### src/rtl/branch_resolve_ctrl_pkg.sv
// Shared types for branch tracking/resolution.
// Entry layout, FSM states and BHT counter encodings.
package branch_resolve_ctrl_pkg;

  localparam int XLEN = 32;

  localparam logic [1:0] BHT_SNT = 2'b00;
  localparam logic [1:0] BHT_WNT = 2'b01;
  localparam logic [1:0] BHT_WT  = 2'b10;
  localparam logic [1:0] BHT_ST  = 2'b11;

  typedef struct packed {
    logic [XLEN-1:0] pc;
    logic            pred_taken;
    logic [XLEN-1:0] pred_target;
  } pred_entry_t;

  typedef enum logic {
    RUN   = 1'b0,
    FLUSH = 1'b1
  } ctrl_state_e;

  function automatic logic [XLEN-1:0] seq_pc(
    input logic [XLEN-1:0] pc
  );
    return pc + XLEN'(4);
  endfunction

endpackage

### src/rtl/branch_resolve_ctrl_if.sv
// Fetch / JB / BHT signal bundle.
// master drives fetch and resolve, slave is the controller.
interface branch_resolve_ctrl_if #(
  parameter int DEPTH       = 4,
  parameter int TABLE_WIDTH = 3
);
  import branch_resolve_ctrl_pkg::*;

  logic                     fe_push_valid;
  logic                     fe_push_ready;
  logic [XLEN-1:0]          fe_pc;
  logic                     fe_pred_taken;
  logic [XLEN-1:0]          fe_pred_target;
  logic                     ex_resolve_valid;
  logic                     ex_taken;
  logic [XLEN-1:0]          ex_target;
  logic                     flush;
  logic [XLEN-1:0]          redirect_pc;
  logic [TABLE_WIDTH-1:0]   JB_PC_Slice;
  logic                     JB_AttemptBranch;
  logic                     JB_BranchTaken;
  logic [$clog2(DEPTH):0]   occupancy;
  logic [31:0]              mispredict_cnt;
  logic                     underflow_err;

  modport master (
    output fe_push_valid, fe_pc, fe_pred_taken,
    output fe_pred_target, ex_resolve_valid,
    output ex_taken, ex_target,
    input  fe_push_ready, flush, redirect_pc,
    input  JB_PC_Slice, JB_AttemptBranch,
    input  JB_BranchTaken, occupancy,
    input  mispredict_cnt, underflow_err
  );

  modport slave (
    input  fe_push_valid, fe_pc, fe_pred_taken,
    input  fe_pred_target, ex_resolve_valid,
    input  ex_taken, ex_target,
    output fe_push_ready, flush, redirect_pc,
    output JB_PC_Slice, JB_AttemptBranch,
    output JB_BranchTaken, occupancy,
    output mispredict_cnt, underflow_err
  );

endinterface

### src/rtl/branch_resolve_ctrl_pred_fifo.sv
// In-order FIFO of predicted branches.
// Clear wins over push/pop; caller never pushes full or pops empty.
module branch_resolve_ctrl_pred_fifo
  import branch_resolve_ctrl_pkg::*;
#(
  parameter int DEPTH = 4
) (
  input  logic                   clk,
  input  logic                   rst,
  input  logic                   push_i,
  input  logic                   pop_i,
  input  logic                   clear_i,
  input  pred_entry_t            wdata_i,
  output pred_entry_t            head_o,
  output logic [$clog2(DEPTH):0] count_o,
  output logic                   full_o,
  output logic                   empty_o
);

  localparam int PW = $clog2(DEPTH);
  localparam logic [PW:0] FULL_CNT = (PW+1)'(DEPTH);

  logic [PW-1:0] wr_ptr_q, wr_ptr_d;
  logic [PW-1:0] rd_ptr_q, rd_ptr_d;
  logic [PW:0]   count_q, count_d;
  pred_entry_t   mem_q [DEPTH];

  // next pointers and occupancy
  always_comb begin
    wr_ptr_d = wr_ptr_q;
    rd_ptr_d = rd_ptr_q;
    count_d  = count_q;
    if (clear_i) begin
      wr_ptr_d = '0;
      rd_ptr_d = '0;
      count_d  = '0;
    end else begin
      if (push_i) wr_ptr_d = wr_ptr_q + PW'(1);
      if (pop_i)  rd_ptr_d = rd_ptr_q + PW'(1);
      unique case ({push_i, pop_i})
        2'b10:   count_d = count_q + (PW+1)'(1);
        2'b01:   count_d = count_q - (PW+1)'(1);
        default: count_d = count_q;
      endcase
    end
  end

  // pointer/occupancy registers
  always_ff @(posedge clk or posedge rst) begin
    if (rst) begin
      wr_ptr_q <= '0;
      rd_ptr_q <= '0;
      count_q  <= '0;
    end else begin
      wr_ptr_q <= wr_ptr_d;
      rd_ptr_q <= rd_ptr_d;
      count_q  <= count_d;
    end
  end

  // entry storage, no reset needed
  always_ff @(posedge clk) begin
    if (push_i && !clear_i) mem_q[wr_ptr_q] <= wdata_i;
  end

  assign head_o  = mem_q[rd_ptr_q];
  assign count_o = count_q;
  assign full_o  = (count_q == FULL_CNT);
  assign empty_o = (count_q == '0);

endmodule

### src/rtl/branch_resolve_ctrl.sv
// Branch resolve controller: in-flight tracking,
// mispredict flush/redirect and one BHT update per branch.
module branch_resolve_ctrl
  import branch_resolve_ctrl_pkg::*;
#(
  parameter int DEPTH       = 4,
  parameter int TABLE_WIDTH = 3
) (
  input logic                  clk,
  input logic                  rst,
  branch_resolve_ctrl_if.slave bus
);

  ctrl_state_e            state_q;
  logic                   flush_q;
  logic [XLEN-1:0]        redirect_q;
  logic [31:0]            mcnt_q;
  logic                   attempt_q;
  logic [TABLE_WIDTH-1:0] slice_q;
  logic                   taken_q;
  logic                   under_q;

  pred_entry_t            head;
  pred_entry_t            wdata;
  logic                   full;
  logic                   empty;
  logic [$clog2(DEPTH):0] count;
  logic                   ready;
  logic                   push_ok;
  logic                   res_ok;
  logic                   mispredict;

  assign wdata.pc          = bus.fe_pc;
  assign wdata.pred_taken  = bus.fe_pred_taken;
  assign wdata.pred_target = bus.fe_pred_target;

  assign ready   = (state_q == RUN) && !full;
  assign push_ok = bus.fe_push_valid && ready;
  assign res_ok  = bus.ex_resolve_valid
                && (state_q == RUN) && !empty;

  assign mispredict = res_ok
    && ((bus.ex_taken != head.pred_taken)
     || (bus.ex_taken
      && (bus.ex_target != head.pred_target)));

  // everything in flight is younger than a mispredict
  branch_resolve_ctrl_pred_fifo #(
    .DEPTH(DEPTH)
  ) u_fifo (
    .clk     (clk),
    .rst     (rst),
    .push_i  (push_ok && !mispredict),
    .pop_i   (res_ok && !mispredict),
    .clear_i (mispredict),
    .wdata_i (wdata),
    .head_o  (head),
    .count_o (count),
    .full_o  (full),
    .empty_o (empty)
  );

  // RUN/FLUSH FSM with registered flush/redirect/count
  always_ff @(posedge clk or posedge rst) begin
    if (rst) begin
      state_q    <= RUN;
      flush_q    <= 1'b0;
      redirect_q <= '0;
      mcnt_q     <= '0;
    end else begin
      unique case (state_q)
        RUN: begin
          if (mispredict) begin
            state_q    <= FLUSH;
            flush_q    <= 1'b1;
            redirect_q <= bus.ex_taken ? bus.ex_target
                                       : seq_pc(head.pc);
            if (mcnt_q != '1) mcnt_q <= mcnt_q + 32'd1;
          end else begin
            flush_q    <= 1'b0;
            redirect_q <= '0;
          end
        end
        FLUSH: begin
          state_q    <= RUN;
          flush_q    <= 1'b0;
          redirect_q <= '0;
        end
        default: state_q <= RUN;
      endcase
    end
  end

  // BHT update strobe and sticky underflow
  always_ff @(posedge clk or posedge rst) begin
    if (rst) begin
      attempt_q <= 1'b0;
      slice_q   <= '0;
      taken_q   <= 1'b0;
      under_q   <= 1'b0;
    end else begin
      attempt_q <= res_ok;
      if (res_ok) begin
        slice_q <= head.pc[TABLE_WIDTH+1:2];
        taken_q <= bus.ex_taken;
      end
      if (bus.ex_resolve_valid && (state_q == RUN) && empty)
        under_q <= 1'b1;
    end
  end

  assign bus.fe_push_ready    = ready;
  assign bus.flush            = flush_q;
  assign bus.redirect_pc      = redirect_q;
  assign bus.JB_PC_Slice      = slice_q;
  assign bus.JB_AttemptBranch = attempt_q;
  assign bus.JB_BranchTaken   = taken_q;
  assign bus.occupancy        = count;
  assign bus.mispredict_cnt   = mcnt_q;
  assign bus.underflow_err    = under_q;

endmodule

### src/flat_wrapper.sv
// flat-port wrapper written by rule: the top's interface ports become plain ports
module branch_resolve_ctrl_flat import branch_resolve_ctrl_pkg::*;
#(
  parameter int DEPTH       = 4,
  parameter int TABLE_WIDTH = 3
)
  (clk, rst, bus_fe_push_valid, bus_fe_pc, bus_fe_pred_taken, bus_fe_pred_target, bus_ex_resolve_valid, bus_ex_taken, bus_ex_target, bus_fe_push_ready, bus_flush, bus_redirect_pc, bus_JB_PC_Slice, bus_JB_AttemptBranch, bus_JB_BranchTaken, bus_occupancy, bus_mispredict_cnt, bus_underflow_err);
  branch_resolve_ctrl_if #(.DEPTH(DEPTH), .TABLE_WIDTH(TABLE_WIDTH)) bus_i ();
  input logic clk;
  input logic rst;
  input wire logic [$bits(bus_i.fe_push_valid)-1:0] bus_fe_push_valid;
  input wire logic [$bits(bus_i.fe_pc)-1:0] bus_fe_pc;
  input wire logic [$bits(bus_i.fe_pred_taken)-1:0] bus_fe_pred_taken;
  input wire logic [$bits(bus_i.fe_pred_target)-1:0] bus_fe_pred_target;
  input wire logic [$bits(bus_i.ex_resolve_valid)-1:0] bus_ex_resolve_valid;
  input wire logic [$bits(bus_i.ex_taken)-1:0] bus_ex_taken;
  input wire logic [$bits(bus_i.ex_target)-1:0] bus_ex_target;
  output wire logic [$bits(bus_i.fe_push_ready)-1:0] bus_fe_push_ready;
  output wire logic [$bits(bus_i.flush)-1:0] bus_flush;
  output wire logic [$bits(bus_i.redirect_pc)-1:0] bus_redirect_pc;
  output wire logic [$bits(bus_i.JB_PC_Slice)-1:0] bus_JB_PC_Slice;
  output wire logic [$bits(bus_i.JB_AttemptBranch)-1:0] bus_JB_AttemptBranch;
  output wire logic [$bits(bus_i.JB_BranchTaken)-1:0] bus_JB_BranchTaken;
  output wire logic [$bits(bus_i.occupancy)-1:0] bus_occupancy;
  output wire logic [$bits(bus_i.mispredict_cnt)-1:0] bus_mispredict_cnt;
  output wire logic [$bits(bus_i.underflow_err)-1:0] bus_underflow_err;
  assign bus_i.fe_push_valid = bus_fe_push_valid;
  assign bus_i.fe_pc = bus_fe_pc;
  assign bus_i.fe_pred_taken = bus_fe_pred_taken;
  assign bus_i.fe_pred_target = bus_fe_pred_target;
  assign bus_i.ex_resolve_valid = bus_ex_resolve_valid;
  assign bus_i.ex_taken = bus_ex_taken;
  assign bus_i.ex_target = bus_ex_target;
  assign bus_fe_push_ready = bus_i.fe_push_ready;
  assign bus_flush = bus_i.flush;
  assign bus_redirect_pc = bus_i.redirect_pc;
  assign bus_JB_PC_Slice = bus_i.JB_PC_Slice;
  assign bus_JB_AttemptBranch = bus_i.JB_AttemptBranch;
  assign bus_JB_BranchTaken = bus_i.JB_BranchTaken;
  assign bus_occupancy = bus_i.occupancy;
  assign bus_mispredict_cnt = bus_i.mispredict_cnt;
  assign bus_underflow_err = bus_i.underflow_err;
  branch_resolve_ctrl #(.DEPTH(DEPTH), .TABLE_WIDTH(TABLE_WIDTH)) u_core (.clk(clk), .rst(rst), .bus(bus_i));
endmodule
### config.mk
export PLATFORM = sky130hd
export DESIGN_NAME = branch_resolve_ctrl_flat
export DESIGN_NICKNAME = d
export VERILOG_FILES = /design/src/rtl/branch_resolve_ctrl_pkg.sv /design/src/rtl/branch_resolve_ctrl_if.sv /design/src/rtl/branch_resolve_ctrl_pred_fifo.sv /design/src/rtl/branch_resolve_ctrl.sv /design/src/flat_wrapper.sv
export SDC_FILE = /design/constraint.sdc
export NUM_CORES = 1
export LEC_CHECK = 0
export ABC_CLOCK_PERIOD_IN_PS = 5220
export CORE_MARGIN = 2
export CORE_UTILIZATION = 30
export CTS_CLUSTER_SIZE = 20
export DETAILED_ROUTE_END_ITERATION = 8
export PLACE_DENSITY_LB_ADDON = 0.05
export SLEW_MARGIN = 20
export SYNTH_ARGS = -nofsm -noshare
export SYNTH_HDL_FRONTEND = slang
export SYNTH_SLANG_ARGS = --single-unit
### constraint.sdc
create_clock -name clk -period 5.22 [get_ports clk]
set_clock_uncertainty 0.1 [all_clocks]
set_input_delay 1.044 -clock clk [delete_from_list [all_inputs] [get_ports clk]]
set_output_delay 1.044 -clock clk [all_outputs]
set_load 0.05 [all_outputs]
# --- Word level (Yosys, flattened, before mapping) ---
# Memory sizes are Yosys's and may differ from the RTL's.
# Cells that the tools add are included.
totals:
  regBits: 78
  ramBits: 260
  in_bits: 102
  wordCells: 56
  mem_count: 1
classes:
  add_sub_neg: 6
  n_eq_ne: 6
  muxes: 13
  bitwise_logic: 1
  reduce_logical: 19
memory_table:
  columns: ["name", "depth", "word_bits", "read_ports", "rd_ports_with_merged_regs", "wr", "line_no", "text"]
  rows:
  - ["u_core.u_fifo.mem_q", 4, 65, 1, 0, 1, "branch_resolve_ctrl_pred_fifo.sv:26", "pred_entry_t mem_q [DEPTH];"]
op_table:
  columns: ["cell", "n"]
  rows:
  - ["2-to-1 mux 32 bit", 2]
  - ["one-hot mux 32 bit (2 select lines)", 1]
  - ["adder 32 x 1 -> 32 bit, second input constant", 1]
  - ["adder 32 x 3 -> 32 bit, second input constant", 1]
  - ["!= test 32 bit", 1]
  - ["!= test 32 bit, second input constant", 1]
  - ["logical AND 1 bit", 10]
  - ["2-to-1 mux 2 bit", 4]
  - ["one-hot mux 3 bit (2 select lines)", 1]
  - ["adder 2 x 1 -> 2 bit, second input constant", 2]
  - ["nonzero test 2 bit", 2]
  - ["adder 3 x 1 -> 3 bit, second input constant", 1]
  - ["equality test 3 bit, second input constant", 1]
  - ["logical NOT 1 bit", 3]
  - ["logical NOT 3 bit", 1]
  - ["2-to-1 mux 1 bit", 3]
  - ["2-to-1 mux 3 bit", 1]
  - ["AND reduction 3 bit", 1]
  - ["nonzero test 3 bit", 1]
  - ["subtractor 3 x 1 -> 3 bit, second input constant", 1]
  - ["equality test 2 x 1 -> 1 bit, second input constant", 1]
  - ["equality test 2 bit, second input constant", 1]
  - ["one-hot mux 1 bit (2 select lines)", 1]
  - ["logical OR 1 bit", 1]
  - ["other kinds (2)", 2]

# --- Depth between registers and ports, before layout ---
# An unclocked memory read counts as a cell.
logic_depth:
  depth_word: 10
  depth_mapped: 21

# --- Hierarchy ---
# From an unflattened synthesis, not the netlist that was laid out.
unflattened:
  hier_cells: 812
  area_unflattened_um2: 13973.4
modules_own_cells:
  columns: ["mod", "instances", "cells_each", "area_each_um2", "seq_area_each_um2"]
  rows:
  - ["branch_resolve_ctrl_pred_fifo", 1, 384, 9857.0, 7982.7]
  - ["branch_resolve_ctrl", 1, 428, 4116.4, 1776.7]

# --- Worst setup path before layout ---
# OpenSTA, ideal clock, no wires.
synth_path:
  path_type: "input -> register"
  from: "in bus_ex_target[14]"
  to: "mem u_core.u_fifo.mem_q[0][0] (netlist bit) (enable)"
  setup_time_ns: 0.430
  arrival_ns: 4.180
  t_required_ns: 4.690
  setup_slack_ns: 0.510
  stages: 8
  path_cell_list: "o2bb2ai_1 -> o32a_1 -> or4_1 -> a211oi_1 -> a21bo_1 -> buf_4 -> buf_2 -> and3_1"
synth_between:
  elab_chain_len: 9
synth_rtl:
  columns: ["element", "line_no", "text"]
  rows:
  - ["from (decl)", "flat_wrapper.sv:17", "input wire logic [$bits(bus_i.ex_target)-1:0] bus_ex_target;"]
  - ["!= test 32 bit (*)", "branch_resolve_ctrl.sv:45", "&& (bus.ex_target != head.pred_target)));"]
  - ["logical AND 1 bit (*)", "branch_resolve_ctrl.sv:45", null]
  - ["logical OR 1 bit (*)", "branch_resolve_ctrl.sv:44", "|| (bus.ex_taken"]
  - ["logical AND 1 bit (*)", "branch_resolve_ctrl.sv:43", "&& ((bus.ex_taken != head.pred_taken)"]
  - ["logical NOT 1 bit (*)", "branch_resolve_ctrl_pred_fifo.sv:63, branch_resolve_ctrl.sv:53", null]
  - ["logical AND 1 bit", "branch_resolve_ctrl.sv:53", ".push_i (push_ok && !mispredict),"]
  - ["logical AND 1 bit (*)", "branch_resolve_ctrl_pred_fifo.sv:63", "if (push_i && !clear_i) mem_q[wr_ptr_q] <= wdata_i;"]
  - ["2-to-1 mux 1 bit (*)", "branch_resolve_ctrl_pred_fifo.sv:63", null]
  - ["2-to-1 mux 1 bit (not written as such) (*)", "branch_resolve_ctrl_pred_fifo.sv:63", null]
  - ["to (decl)", "branch_resolve_ctrl_pred_fifo.sv:26", null]
# Mark *: on every way between the ends. The rest lies on a longest branch, timed or not.

# --- Worst setup path after layout ---
layout_path:
  from: "reg u_core.u_fifo.rd_ptr_q[0]"
  to: "reg u_core.u_fifo.count_q[2], in the netlist u_core.u_fifo.count_o[2]"
layout_between:
  elab_chain_len: 10
  elab_cells_between_ends: 14
  cone_classes: "eq/ne: 4; mux: 2; reduce/logical: 7; memory: 1"
layout_rtl:
  columns: ["element", "line_no", "text"]
  rows:
  - ["from (decl)", "branch_resolve_ctrl_pred_fifo.sv:24", "logic [PW-1:0] rd_ptr_q, rd_ptr_d;"]
  - ["from (signal assigned)", "branch_resolve_ctrl_pred_fifo.sv:56", "rd_ptr_q <= rd_ptr_d;"]
  - ["memory read (4 x 65 bit) (*)", null, null]
  - ["!= test 32 bit", "branch_resolve_ctrl.sv:45", null]
  - ["logical AND 1 bit", "branch_resolve_ctrl.sv:45", null]
  - ["logical OR 1 bit (*)", "branch_resolve_ctrl.sv:44", null]
  - ["logical AND 1 bit (*)", "branch_resolve_ctrl.sv:43", null]
  - ["logical NOT 1 bit", "branch_resolve_ctrl.sv:53, branch_resolve_ctrl.sv:54", null]
  - ["logical AND 1 bit, on equally long branches", "branch_resolve_ctrl.sv:54, branch_resolve_ctrl.sv:53", null]
  - ["equality test 2 x 1 -> 1 bit or equality test 2 bit (tied branches)", "branch_resolve_ctrl_pred_fifo.sv:40", "unique case ({push_i, pop_i})"]
  - ["one-hot mux 3 bit (2 select lines)", "branch_resolve_ctrl_pred_fifo.sv:40", null]
  - ["2-to-1 mux 3 bit", "branch_resolve_ctrl_pred_fifo.sv:33", "if (clear_i) begin"]
  - ["to (signal assigned)", "branch_resolve_ctrl_pred_fifo.sv:57", "count_q <= count_d;"]
  - ["to (decl)", "branch_resolve_ctrl_pred_fifo.sv:25", "logic [PW:0] count_q, count_d;"]
# Marked as above.
# A chain may end at the register's enable or synchronous reset.

==> results.yml <==
status:
  status: "finished, final reports clean"
clock_network:
  htreeDepth: 2
  cts_setup_buffers: 0
  ctsHoldBuffers: 0
  cts.repair.resized: 0
  cts-root-buf: "clkbuf_16"
  cts_buffers: 41
  clockBufferDepth: 3
  clock-sinks: 338
  clkTransAtPathRegs_ns: 0.06
  cts_tree: "yes"
  clock_latency_ns: 0.56
global_route:
  grt_max_degree: 56
  grt_first_pass_wirelength_um: 57500
  grt-ovfl-total: 0
  grtUsageTotal_pct: 16.6
  grt_pass1_vias: 8357
  antenna_found_initial: 0
die:
  dieArea_um2: 48400
  fp.dieW_um: 220
  core.rowCount: 79
  die_h_um: 220
  ioPinCount: 177
  initial_core_util_pct: 30.2
  coreArea_um2: 46300
sta:
  setup_ws_ns: 0.826
  min_period_ns: 4.39
  fmaxAchievable_ghz: 0.228
  tns_ns: 0
  tightest_slew_ns: 0.986
  min_period_over_period_pct: 84.2
  grt_setup_unrepaired: "no"
  hold_violations: 0
  setup_viol: 0
  relSlewSlack_pct: 34.2
  slew_viol_final: 0
drt:
  ant_nets: 0
  drc_errors: 0
  routed_wl_um: 39500
  first_iter_violations: 527
  routed_via_density: 4.72
  vias: 7955
  first_pass_iters: 5
  wl_per_cell_um: 23.4
placement:
  dp_slack_ns: 0.739
  dpl.hpwl_um: 26800
  port_buffers: 176
  gp_congestion: 0.744
  place_inst: 1610
synthesis:
  synth_enable_flop_cells: 260
  async_flop_share_pct: 23.1
  syn_nets: 950
  ys_types: 56
  syn_inst: 840
  synthesis.area_um2: 14000
  yosysWarnings: 0
  ys_seq_elements: 338
  postSynthAreaPerCell_um2: 16.6
  yosysSeqAreaShare_pct: 69.8
  synthFlopType: "edfxtp_1"
setup_path:
  rr_startpoint: "u_core.u_fifo.rd_ptr_q[0]$_DFFE_PP0P_"
  cp-end-kind: "register"
  required_ns: 5.54
  path_class: "reg2reg"
  crit_start: "u_core.u_fifo.rd_ptr_q[0]$_DFFE_PP0P_"
  reg2reg_slack_ns: 0.83
  path_max_fanout: 26
  r2r-end: "u_core.u_fifo.count_o[2]$_DFFE_PP0P_"
  crit_arrival_ns: 4.71
  crit_end: "u_core.u_fifo.count_o[2]$_DFFE_PP0P_"
  reg2reg_depth: 16
  startpoint_type: "register"
layout:
  finalNetCount: 1156
  final_layout_size_suffix_gt1_share_pct: 14.4
  antenna_cells: 0
  n_fill_cell: 4351
  fin_cells: 1686
  syn_to_final_growth_pct: 27.0
  fin_util_pct: 38.4
pwr:
  ir_drop_mv: 0.295
  powerDensity_nw_per_um2: 522
  leakage_nw: 6.19
run:
  maxCapViolations: 0
worst_hold_path:
  hold_depth: 1
  hp-class: "reg2reg"
-- synthesized netlist by cell type (3+ instances only) --
master | n | area, um^2
edfxtp_1 | 260 | 7810
dfrtp_1 | 78 | 1950
nor2_1 | 64 | 240
mux4_2 | 57 | 1280
xnor2_1 | 50 | 438
xor2_1 | 42 | 368
nand2_1 | 39 | 146
mux2i_1 | 25 | 250
nor3_1 | 22 | 110
nand3_1 | 21 | 105
inv_1 | 18 | 67.6
a21oi_1 | 16 | 80.1
and3_1 | 16 | 100
nand4_1 | 15 | 93.8
clkbuf_1 | 13 | 48.8
a211oi_1 | 11 | 82.6
and2_1 | 9 | 56.3
buf_4 | 9 | 67.6
o21ai_0 | 8 | 40.0
ha_1 | 7 | 87.6
nor4_1 | 7 | 43.8
buf_6 | 6 | 67.6
buf_2 | 4 | 20.0
nand4_2 | 3 | 37.5
or3_1 | 3 | 18.8
-- worst max-delay path, cell delays in order (launching register included) --
cell and delay [ns]:
dfrtp_4 0.79, buf_4 0.34, buf_4 0.19, mux2i_1 0.36
o2bb2ai_1 0.17, o21ai_0 0.22, nand3_1 0.15, nor4b_2 0.49
a21bo_2 0.24, and2_1 0.12, inv_1 0.05, ha_1 0.21
fa_1 0.40, xnor2_1 0.14, nor2_1 0.11, xnor2_1 0.12
nor2_1 0.05
-- sequential cells by signal, indices dropped and copies added (netlist names) --
| register | count |
|---|---|
| u_core.bus.JB_AttemptBranch | 1 |
| u_core.bus.JB_BranchTaken | 1 |
| u_core.bus.JB_PC_Slice | 3 |
| u_core.bus.mispredict_cnt | 32 |
| u_core.bus.redirect_pc | 32 |
| u_core.bus.underflow_err | 1 |
| u_core.state_q | 1 |
| u_core.u_fifo.count_o | 3 |
| u_core.u_fifo.mem_q | 260 |
| u_core.u_fifo.rd_ptr_q | 2 |
| u_core.u_fifo.wr_ptr_q | 2 |
-- worst min-delay path by stage --
stage	end	start	slack, ns
5_1_grt	u_core.bus.underflow_err$_DFFE_PP0P_	u_core.bus.underflow_err$_DFFE_PP0P_	0.37
3_5_place_dp	u_core.bus.underflow_err$_DFFE_PP0P_	u_core.bus.underflow_err$_DFFE_PP0P_	0.35
4_1_cts	u_core.bus.underflow_err$_DFFE_PP0P_	u_core.bus.underflow_err$_DFFE_PP0P_	0.36
3_3_place_gp	u_core.bus.underflow_err$_DFFE_PP0P_	u_core.bus.underflow_err$_DFFE_PP0P_	0.34
6_report	u_core.bus.underflow_err$_DFFE_PP0P_	u_core.bus.underflow_err$_DFFE_PP0P_	0.36
2_1_floorplan	u_core.u_fifo.wr_ptr_q[1]$_DFFE_PP0P_	u_core.u_fifo.wr_ptr_q[1]$_DFFE_PP0P_	0.44
-- report_power, final --
part	switching [mW]	internal [mW]	total, mW
Combinational	1.74	1.10	2.84
Clock	1.10	1.62	2.71
Sequential	0.283	3.44	3.72
-- cells by family (layout without fill, tap and decap cells) --
kind of cell               Yosys count  in the layout  synth area share [%]
and+or+nand+nor                    215            215                  7.87
xor gates and xnor gates            92             92                  5.76
DFF                                338            338                  69.8
AOI/OAI and AO/OA                   49             49                  2.33
adders and majority gates            8              8                 0.769
muxes                               84             84                  11.1
buffers and inverters               54            293                  2.36
-- final cells by class --
type	instances	area, um^2	area share (%)
well taps	607	759	4.28
clock buffers	56	1130	6.39
flip-flops and latches	338	9760	55.0
inverters	19	73.8	0.416
repair buffers	198	1980	11.1
clock inverters	20	146	0.824
multi-input cells	448	3900	22.0
-- through the flow --
stage	cell area (um^2)	power [mW]	hold slack, ns
6_report	17800	9.27	0.357
5_1_grt	17800	9.74	0.365
4_1_cts	17800	9.46	0.358
3_5_place_dp	16500	6.69	0.346
3_3_place_gp	16500	6.71	0.344
2_1_floorplan	14000	5.63	0.438
-- placed cells by master, fill, tap and decap left out, types with 7 or more instances in the layout --
master           Yosys  final
o21ai_0              8      8
a211oi_1            11     11
nand4_1             15     15
nor2_1              64     64
clkbuf_1            13     12
ha_1                 7      7
clkbuf_16            0     43
and2_1               9      9
dfrtp_1             78     76
xnor2_1             50     50
clkinv_2             0      8
nand2_1             39     39
and3_1              16     12
buf_4                9     18
clkdlybuf4s50_1      0    176
mux4_2              57     57
edfxtp_1           260    260
clkinv_1             0      8
nor4_1               7      7
mux2i_1             25     25
xor2_1              42     42
nor3_1              22     22
inv_1               18     17
a21oi_1             16     16
nand3_1             21     21
-- per-layer routing --
layer / vias to the layer above / track usage, % / share of wire (%)
met1: 4077 / 22.5 / 45
met5: - / 0 / 0
li1: 3618 / - / -
met2: 213 / 27.2 / 48
met3: 47 / 2.79 / 4.7
met4: 0 / 4.90 / 2.1
(Power assumes the default switching activity.)
